$ cat src/rtl/mult_div_unit_if.sv
// Request/response bundle between the control unit and the multiply/divide engine.
// The control unit drives the request side; the engine returns status and the HI/LO values.
interface mult_div_unit_if #(
    parameter int WIDTH = 32
);
    logic             start;
    logic [1:0]       op;
    logic [WIDTH-1:0] a;
    logic [WIDTH-1:0] b;
    logic             flush;
    logic [1:0]       hilo_we;
    logic             busy;
    logic             done;
    logic             div_zero;
    logic [WIDTH-1:0] hi;
    logic [WIDTH-1:0] lo;

    modport master (
        output start, op, a, b, flush, hilo_we,
        input  busy, done, div_zero, hi, lo
    );

    modport slave (
        input  start, op, a, b, flush, hilo_we,
        output busy, done, div_zero, hi, lo
    );
endinterface

$ cat src/rtl/mult_div_unit.sv
// Multicycle signed/unsigned multiply and restoring divide feeding HI/LO.
// Works on magnitudes one bit per cycle and applies the result signs in the final state.
module mult_div_unit #(
    parameter int WIDTH = 32,
    parameter int CNT_W = 6
) (
    input  logic          clk,
    input  logic          rst,
    mult_div_unit_if.slave bus
);
    typedef enum logic [1:0] {
        S_IDLE = 2'd0,
        S_PREP = 2'd1,
        S_CALC = 2'd2,
        S_FIX  = 2'd3
    } state_t;

    state_t             r_state;
    state_t             w_next;
    logic [WIDTH-1:0]   r_a;
    logic [WIDTH-1:0]   r_b;
    logic [1:0]         r_op;
    logic [WIDTH-1:0]   r_opnd;
    logic [WIDTH-1:0]   r_acc;
    logic [WIDTH-1:0]   r_sh;
    logic               r_neg_lo;
    logic               r_neg_hi;
    logic               r_zero;
    logic [CNT_W-1:0]   r_cnt;
    logic [WIDTH-1:0]   r_hi;
    logic [WIDTH-1:0]   r_lo;
    logic               r_busy;
    logic               r_done;
    logic               r_div_zero;

    logic               w_is_div;
    logic               w_a_neg;
    logic               w_b_neg;
    logic [WIDTH-1:0]   w_a_abs;
    logic [WIDTH-1:0]   w_b_abs;
    logic [WIDTH:0]     w_sum;
    logic [WIDTH:0]     w_shifted;
    logic [WIDTH-1:0]   w_diff;
    logic               w_ge;
    logic [2*WIDTH-1:0] w_prod;
    logic [2*WIDTH-1:0] w_prod_fix;
    logic               w_busy_nxt;
    logic               w_done_nxt;
    logic               w_dz_nxt;
    logic               w_wr_res;

    assign w_is_div   = r_op[1];
    assign w_a_neg    = ~r_op[0] & r_a[WIDTH-1];
    assign w_b_neg    = ~r_op[0] & r_b[WIDTH-1];
    assign w_a_abs    = w_a_neg ? -r_a : r_a;
    assign w_b_abs    = w_b_neg ? -r_b : r_b;
    assign w_sum      = {1'b0, r_acc} + {1'b0, (r_sh[0] ? r_opnd : {WIDTH{1'b0}})};
    assign w_shifted  = {r_acc, r_sh[WIDTH-1]};
    // Partial remainder is always below the divisor, so a WIDTH-bit difference is exact when w_ge.
    assign w_ge       = (w_shifted >= {1'b0, r_opnd});
    assign w_diff     = w_shifted[WIDTH-1:0] - r_opnd;
    assign w_prod     = {r_acc, r_sh};
    assign w_prod_fix = r_neg_lo ? -w_prod : w_prod;

    // State register.
    always_ff @(posedge clk or negedge rst) begin
        if (!rst) begin
            r_state <= S_IDLE;
        end else begin
            r_state <= w_next;
        end
    end

    // Next-state decode; flush aborts any in-flight state.
    always_comb begin
        w_next = r_state;
        case (r_state)
            S_IDLE: begin
                if (bus.start && !bus.flush) w_next = S_PREP;
                else                         w_next = S_IDLE;
            end
            S_PREP: begin
                if (bus.flush)                                w_next = S_IDLE;
                else if (w_is_div && (r_b == {WIDTH{1'b0}}))  w_next = S_FIX;
                else                                          w_next = S_CALC;
            end
            S_CALC: begin
                if (bus.flush)                           w_next = S_IDLE;
                else if (r_cnt == CNT_W'(WIDTH - 1))     w_next = S_FIX;
                else                                     w_next = S_CALC;
            end
            S_FIX:   w_next = S_IDLE;
            default: w_next = S_IDLE;
        endcase
    end

    // Output decode for the registered status flags and the result write.
    always_comb begin
        w_busy_nxt = (w_next != S_IDLE);
        if (r_state == S_FIX && !bus.flush) begin
            w_done_nxt = 1'b1;
            w_dz_nxt   = r_zero;
            w_wr_res   = ~r_zero;
        end else begin
            w_done_nxt = 1'b0;
            w_dz_nxt   = 1'b0;
            w_wr_res   = 1'b0;
        end
    end

    // Registered status outputs.
    always_ff @(posedge clk or negedge rst) begin
        if (!rst) begin
            r_busy     <= 1'b0;
            r_done     <= 1'b0;
            r_div_zero <= 1'b0;
        end else begin
            r_busy     <= w_busy_nxt;
            r_done     <= w_done_nxt;
            r_div_zero <= w_dz_nxt;
        end
    end

    // Operand capture, iteration datapath and HI/LO update.
    always_ff @(posedge clk or negedge rst) begin
        if (!rst) begin
            r_a      <= {WIDTH{1'b0}};
            r_b      <= {WIDTH{1'b0}};
            r_op     <= 2'b00;
            r_opnd   <= {WIDTH{1'b0}};
            r_acc    <= {WIDTH{1'b0}};
            r_sh     <= {WIDTH{1'b0}};
            r_neg_lo <= 1'b0;
            r_neg_hi <= 1'b0;
            r_zero   <= 1'b0;
            r_cnt    <= {CNT_W{1'b0}};
            r_hi     <= {WIDTH{1'b0}};
            r_lo     <= {WIDTH{1'b0}};
        end else begin
            case (r_state)
                S_IDLE: begin
                    if (bus.hilo_we[1]) r_hi <= bus.a;
                    if (bus.hilo_we[0]) r_lo <= bus.a;
                    if (bus.start && !bus.flush) begin
                        r_a  <= bus.a;
                        r_b  <= bus.b;
                        r_op <= bus.op;
                    end
                end
                S_PREP: begin
                    r_acc    <= {WIDTH{1'b0}};
                    r_cnt    <= {CNT_W{1'b0}};
                    r_zero   <= w_is_div && (r_b == {WIDTH{1'b0}});
                    r_neg_lo <= w_a_neg ^ w_b_neg;
                    r_neg_hi <= w_a_neg;
                    r_sh     <= w_is_div ? w_a_abs : w_b_abs;
                    r_opnd   <= w_is_div ? w_b_abs : w_a_abs;
                end
                S_CALC: begin
                    r_cnt <= r_cnt + CNT_W'(1);
                    if (!w_is_div) begin
                        r_acc <= w_sum[WIDTH:1];
                        r_sh  <= {w_sum[0], r_sh[WIDTH-1:1]};
                    end else if (w_ge) begin
                        r_acc <= w_diff;
                        r_sh  <= {r_sh[WIDTH-2:0], 1'b1};
                    end else begin
                        r_acc <= w_shifted[WIDTH-1:0];
                        r_sh  <= {r_sh[WIDTH-2:0], 1'b0};
                    end
                end
                S_FIX: begin
                    if (w_wr_res && !w_is_div) begin
                        r_hi <= w_prod_fix[2*WIDTH-1:WIDTH];
                        r_lo <= w_prod_fix[WIDTH-1:0];
                    end else if (w_wr_res) begin
                        r_hi <= r_neg_hi ? -r_acc : r_acc;
                        r_lo <= r_neg_lo ? -r_sh : r_sh;
                    end
                end
                default: ;
            endcase
        end
    end

    assign bus.busy     = r_busy;
    assign bus.done     = r_done;
    assign bus.div_zero = r_div_zero;
    assign bus.hi       = r_hi;
    assign bus.lo       = r_lo;
endmodule

$ cat src/flat_wrapper.sv
// flat-port wrapper written by rule: the top's interface ports become plain ports
module mult_div_unit_flat 
#(
    parameter int WIDTH = 32,
    parameter int CNT_W = 6
)
  (clk, rst, bus_start, bus_op, bus_a, bus_b, bus_flush, bus_hilo_we, bus_busy, bus_done, bus_div_zero, bus_hi, bus_lo);
  mult_div_unit_if #(.WIDTH(WIDTH)) bus_i ();
  input  logic clk;
  input  logic rst;
  input wire logic [$bits(bus_i.start)-1:0] bus_start;
  input wire logic [$bits(bus_i.op)-1:0] bus_op;
  input wire logic [$bits(bus_i.a)-1:0] bus_a;
  input wire logic [$bits(bus_i.b)-1:0] bus_b;
  input wire logic [$bits(bus_i.flush)-1:0] bus_flush;
  input wire logic [$bits(bus_i.hilo_we)-1:0] bus_hilo_we;
  output wire logic [$bits(bus_i.busy)-1:0] bus_busy;
  output wire logic [$bits(bus_i.done)-1:0] bus_done;
  output wire logic [$bits(bus_i.div_zero)-1:0] bus_div_zero;
  output wire logic [$bits(bus_i.hi)-1:0] bus_hi;
  output wire logic [$bits(bus_i.lo)-1:0] bus_lo;
  assign bus_i.start = bus_start;
  assign bus_i.op = bus_op;
  assign bus_i.a = bus_a;
  assign bus_i.b = bus_b;
  assign bus_i.flush = bus_flush;
  assign bus_i.hilo_we = bus_hilo_we;
  assign bus_busy = bus_i.busy;
  assign bus_done = bus_i.done;
  assign bus_div_zero = bus_i.div_zero;
  assign bus_hi = bus_i.hi;
  assign bus_lo = bus_i.lo;
  mult_div_unit #(.WIDTH(WIDTH), .CNT_W(CNT_W)) u_core (.clk(clk), .rst(rst), .bus(bus_i));
endmodule
$ cat config.mk
export PLATFORM = sky130hd
export DESIGN_NAME = mult_div_unit_flat
export DESIGN_NICKNAME = d
export VERILOG_FILES = /design/src/rtl/mult_div_unit_if.sv /design/src/rtl/mult_div_unit.sv /design/src/flat_wrapper.sv
export SDC_FILE = /design/constraint.sdc
export NUM_CORES = 1
export LEC_CHECK = 0
export ABC_AREA = 1
export BUFFER_PORTS_ARGS = -buffer_cell sky130_fd_sc_hd__buf_2
export CAP_MARGIN = 20
export CORE_ASPECT_RATIO = 0.75
export CORE_UTILIZATION = 45
export DETAILED_ROUTE_END_ITERATION = 8
export SYNTH_ARGS = -nofsm -noshare
export SYNTH_HDL_FRONTEND = slang
export SYNTH_SLANG_ARGS = --single-unit
$ cat constraint.sdc
create_clock -name clk -period 6.85 [get_ports clk]
set_input_delay 0.685 -clock clk [delete_from_list [all_inputs] [get_ports clk]]
set_output_delay 0.685 -clock clk [all_outputs]
set_load 0.01 [all_outputs]
## After elaboration in Yosys (flattened, before gate mapping)

Index checks and enable logic that the tools add are counted.

- Add/sub/neg operators: 8
- Order comparisons: 1
- Equal/unequal tests: 7
- Mux-type cells: 32
- Bitwise logic cells: 5
- Reductions and logical operators: 14

Operators by type and width:

| cell | count |
|---|---|
| $mux 32 | 16 |
| $pmux 32 s2 | 4 |
| $neg 32->32 | 4 |
| $mux 64 | 1 |
| $neg 64->64 | 1 |
| $add 32x32->33 | 1 |
| $ge 33x32->1 | 1 |
| $logic_not 32->1 | 1 |
| $sub 32x32->32 | 1 |
| $pmux 6 s2 | 1 |
| $pmux 2 s4 | 1 |
| $mux 1 | 7 |
| $add 6x1->6 const B | 1 |
| $eq 6x5->1 const B | 1 |
| $reduce_and 3->1 | 2 |
| $reduce_bool 2->1 | 3 |
| $eq 2x2->1 const B | 2 |
| $logic_and 1x1->1 | 4 |
| $mux 2 | 2 |
| $ne 2x2->1 const B | 2 |
| $ne 3x2->1 const B | 1 |
| $and 1x1->1 | 2 |
| $eq 2x1->1 const B | 1 |
| $logic_not 1->1 | 2 |
| 4 further kinds | 5 |

- Register bits: 240
- Bits of input ports: 72
- Word-level logic and storage cells: 83

## Longest topological paths before layout

- Word-level depth: 6
- Gate-level depth with buffers: 22

## Worst setup path before layout

No wires, ideal clock.

- Path type: register -> register
- From: reg u_core.r_sh[0]
- To: reg u_core.r_acc[21]
- Setup time: 117 ps
- Data arrival time: 2574 ps
- Required time: 6733 ps
- Path slack: 4159 ps
- Cell stages (with the launch flop): 22
- Clock period less this slack: 2691 ps
- Cells stage by stage: dfrtp_1 buf_6 clkbuf_1 nand2_1 inv_1 ha_1 inv_1 fa_1 inv_1 nand2_1 o21ai_0 nand2_1 nand2_1 nand2_1 nand2_1 nand2_1 nand3_1 nand3_1 nand2_1 inv_1 nand2_1 nand2_1

- Cells in the longest elaborated chain, start to end: 4

RTL lines:

| element | RTL line | RTL |
|---|---|---|
| start, declared | mult_div_unit.sv:25 | `logic [WIDTH-1:0] r_sh;` |
| start signal, assigned | mult_div_unit.sv:132 | `r_sh <= {WIDTH{1'b0}};` |
| start signal, assigned | mult_div_unit.sv:156 | `r_sh <= w_is_div ? w_a_abs : w_b_abs;` |
| start signal, assigned | mult_div_unit.sv:163 | `r_sh <= {w_sum[0], r_sh[WIDTH-1:1]};` |
| $mux 32 | mult_div_unit.sv:57 | `assign w_sum = {1'b0, r_acc} + {1'b0, (r_sh[0] ? r_opnd : {WIDTH{1'b0}})};` |
| $add 32x32->33 | mult_div_unit.sv:57 |  |
| $mux 32 | mult_div_unit.sv:161 | `if (!w_is_div) begin` |
| $pmux 32 s2 | mult_div_unit.sv:140 | `case (r_state)` |
| end signal, assigned | mult_div_unit.sv:162 | `r_acc <= w_sum[WIDTH:1];` |
| end signal, assigned | mult_div_unit.sv:165 | `r_acc <= w_diff;` |
| end signal, assigned | mult_div_unit.sv:168 | `r_acc <= w_shifted[WIDTH-1:0];` |
| end, declared | mult_div_unit.sv:24 | `logic [WIDTH-1:0] r_acc;` |

No other way between the ends.
A chain may end at the register's enable or synchronous reset.

## Worst setup path in the final report

- From: reg u_core.r_state[0]
- To: reg u_core.r_hi[8], in the netlist u_core.bus.hi[8]

- Cells in the longest elaborated chain, start to end: 6
- Elaborated cells between the ends (all ways): 11
- Classes of those cells: eq/ne: 3; mux: 3; reduce/logical: 5

RTL lines:

| element | RTL line | RTL |
|---|---|---|
| start, declared | mult_div_unit.sv:18 | `state_t r_state;` |
| start signal, assigned | mult_div_unit.sv:70 | `r_state <= w_next;` |
| $eq 2x2->1 | mult_div_unit.sv:100, mult_div_unit.sv:140 |  |
| $logic_and 1x1->1 | mult_div_unit.sv:100 | `if (r_state == S_FIX && !bus.flush) begin` |
| $mux 1 | mult_div_unit.sv:100 |  |
| $logic_and 1x1->1 | mult_div_unit.sv:173 | `if (w_wr_res && !w_is_div) begin` |
| $ne 3x2->1 (no line) / $mux 32 (equally long branches) | -- |  |
| $reduce_and 3->1 (no line) / $pmux 32 s2 (equally long branches) | -- |  |
| end signal, assigned | mult_div_unit.sv:137 | `r_hi <= {WIDTH{1'b0}};` |
| end signal, assigned | mult_div_unit.sv:174 | `r_hi <= w_prod_fix[2*WIDTH-1:WIDTH];` |
| end signal, assigned | mult_div_unit.sv:177 | `r_hi <= r_neg_hi ? -r_acc : r_acc;` |
| end, declared | mult_div_unit.sv:30 | `logic [WIDTH-1:0] r_hi;` |

Parallel ways exist; a longest one is shown, timed or not.

==> out/results.ini <==
[timing]
hold_slack_ns=0.0941
worstMarginPinSlew_ns=0.945
final.setup.tns_ns=0
fmax_mhz=277
fin_worst_skew_ns=0.0245
drv_slew=0
grt_setup_unrepaired=false
slew_headroom_pct=37.0
min_period_ns=3.61
post-route-period-util_pct=52.6
hold_violations=0
setup_violations=0

[yosys]
syn_area_um2=20700
syn-instance-count=3321
synthFlopType=dfrtp_1
syn_avg_cell_area_um2=6.23
synth_area_leaders=dfrtp_1, nand2_1, nand3_1
ys_warn_count=0
syn_nets=3469
synth-seq-area-share_pct=29.0
ys_ff_latch=240
synth-edff-count=0
synth_cell_types=54
async_reset_ff_share_pct=100
yosysTopAreaCellShare_pct=29.0
synth_most_common_cell=nand2_1
synth_top_cell_by_area=dfrtp_1
synth_common_cells=nand2_1, inv_1, nor2_1, nand3_1, dfrtp_1

[detailed_routing]
vias_per_cell=5.84
antenna_left=0
num_vias=23389
wl_per_cell_um=23.1
wirelength_um=92600
initialDrtViolationCount=3101
drc_errors=0
drt-pass1-iter-count=6

[critical_path]
slowest_delay_ns=0.68
rrSetupSlack_ns=3.24
crit_slowest_cell=buf_4
crit_chain=ha_2 > buf_4 > inv_2 > nor2_4 > nand3_4 > nor2_4 > inv_2 > nand2_2 > o21ai_0 > nand2_1 > nand2_1 > nand3_1 > nand3_1 > o21a_1
critPathArrivalTime_ns=4.09
crit_path_start_kind=flop
reg2reg_from=u_core.r_state[0]$_DFF_PN0_
startpoint=u_core.r_state[0]$_DFF_PN0_
crit_path_max_fanout=62
reg2reg_depth=14
path_class=flop to flop
rr_endpoint=u_core.bus.hi[8]$_DFFE_PN0P_
cp.required_ns=7.34
endpoint_kind=flop

[placed_design]
gp_congestion=1.06
port_buffers=138
place_hpwl_um=75000
place_area_um2=21900

[global_route]
grt.total_usage_pct=38.8
antenna_found_initial=4
grt_pass1_vias=21178
grt_max_degree=145
grt_pass1_wl_um=136000
grt_overflow=0

[clock_network]
cts_sinks=240
cts_tree=built
cts.clk_slew.worst_paths_ns=0.06
post_cts_resized=0
cts_inserted_buffers=28
postCtsSetupRepairBufs=0
h-tree-depth=1
cts-root-buf=clkbuf_16
cts_buffer_depth=3
clock_latency_ns=0.60
ctsHoldBuffers=0

[floorplanning]
die_area_um2=46900
die_w_um=250
initial_core_util_pct=46.0
io_pins=139
row_count=67
die_y_um=188
coreArea_um2=45000

[finish]
drive_gt1_share_pct=8.96
final_nets=3543
areaGrowthSynthToFinish_pct=10.3
design_area_um2=22800
ff_latch_area_um2=6010
multi_input_area_um2=12600
fill_cells=4754

[pwr]
pwr-share-comb_pct=39.2
clkPwrFrac_pct=27.5
powerDensity_nw_per_um2=260
swShare_pct=44.7
ir_worst_vdd_uv=208
power_frac_seq_pct=33.3
switchingPower_uw=2650
leakage_uw=0.0119
intPower_uw=3280

[worst_hold_path]
hold_class=input port to asynchronous set/reset pin

[run_status]
status=finished clean

[job]
cap_violations=0

[critical path: cells and delay by family (launching register included)]
kind	cells	cell delay (ns)
AO/OA/AOI/OAI	2	0.33
adder cells (fa/ha/maj)	1	0.60
buffers and inverters	3	1.00
flip-flops	1	0.39
AND/OR/NAND/NOR	8	1.13
[logic make-up (layout without fill, tap and decap cells)]
logic type | after synthesis | count (layout) | synth area share (%)
multiplexers | 5 | 5 | 0.272
buffers and inverters | 555 | 650 | 10.4
AND/OR/NAND/NOR | 1819 | 1819 | 37.6
XOR/XNOR | 64 | 64 | 2.71
AO/OA/AOI/OAI | 562 | 562 | 15.4
flip-flops | 240 | 240 | 29.0
adder cells (fa/ha/maj) | 76 | 76 | 4.67
other | 0 | 2 | 0
[final cells by class]
class / instances / share of cell area (%)
Antenna cell: 2 / 0.0219
Clock buffer: 38 / 3.50
Clock inverter: 13 / 0.756
Inverter: 439 / 7.26
Multi-Input combinational cell: 2526 / 55.1
Sequential cell: 240 / 26.3
Tap cell: 586 / 3.21
Timing Repair Buffer: 160 / 3.85
[metrics by stage]
step | utilization [%] | cells | worst slack, ns | total power (uW)
floorplan | - | 3321 | 4.16 | 3370
global placement | 48.5 | 3951 | 3.41 | 4220
CTS | 50.7 | 4002 | 3.33 | 5860
detailed placement | 48.5 | 3951 | 3.35 | 4240
finish | 50.7 | 4004 | 3.24 | 5930
global route | 50.7 | 4002 | 2.97 | 6220
[layout by cell type, fill, tap and decap left out, types with 16 or more instances in the layout]
cell type and count:
nor2_1 416, o21ai_0 223, xor2_1 56, o22ai_1 20
nor3_1 36, clkbuf_16 28, a21oi_1 164, nand3_1 322
nand2_1 900, o211ai_1 35, buf_2 137, a2bb2oi_1 17
a31oi_1 29, dfrtp_1 239, buf_4 21, nand4_1 51
inv_1 427, o21ai_1 16, ha_1 72, or2_2 32
[worst max-delay path by stage]
stage | endpoint | slack, ns | depth (start not counted)
detailed placement | u_core.bus.hi[8]$_DFFE_PN0P_ | 3.35 | 14
global placement | u_core.bus.hi[8]$_DFFE_PN0P_ | 3.41 | 14
global route | u_core.bus.hi[8]$_DFFE_PN0P_ | 2.97 | 14
floorplan | u_core.r_acc[21]$_DFFE_PN0P_ | 4.16 | 21
finish | u_core.bus.hi[8]$_DFFE_PN0P_ | 3.24 | 14
CTS | u_core.bus.hi[8]$_DFFE_PN0P_ | 3.33 | 14
[state kept, by name, summed over array words and instances (netlist names)]
register,cells
u_core.bus.busy,1
u_core.bus.div_zero,1
u_core.bus.done,1
u_core.bus.hi,32
u_core.bus.lo,32
u_core.r_a,32
u_core.r_acc,32
u_core.r_b,32
u_core.r_cnt,6
u_core.r_neg_hi,1
u_core.r_neg_lo,1
u_core.r_op,2
u_core.r_opnd,32
u_core.r_sh,32
u_core.r_state,2
u_core.r_zero,1
[power groups by stage]
| stage | Sequential (uW) | Clock, uW | Combinational (uW) |
|---|---|---|---|
| floorplan | 1890 | 0 | 1480 |
| global placement | 1980 | 0 | 2240 |
| detailed placement | 1980 | 0 | 2260 |
| CTS | 1960 | 1640 | 2260 |
| global route | 2000 | 1680 | 2540 |
| finish | 1980 | 1630 | 2330 |
[metal layers]
| layer | up-vias | track usage, % | share of wire (%) |
|---|---|---|---|
| li1 | 10933 | - | - |
| met1 | 10980 | 55.8 | 44 |
| met2 | 1309 | 51.9 | 38 |
| met3 | 161 | 15.5 | 15 |
| met4 | 6 | 12.3 | 3.2 |
| met5 | - | 1.22 | 0.11 |
Power figures use the tool's default switching activity.
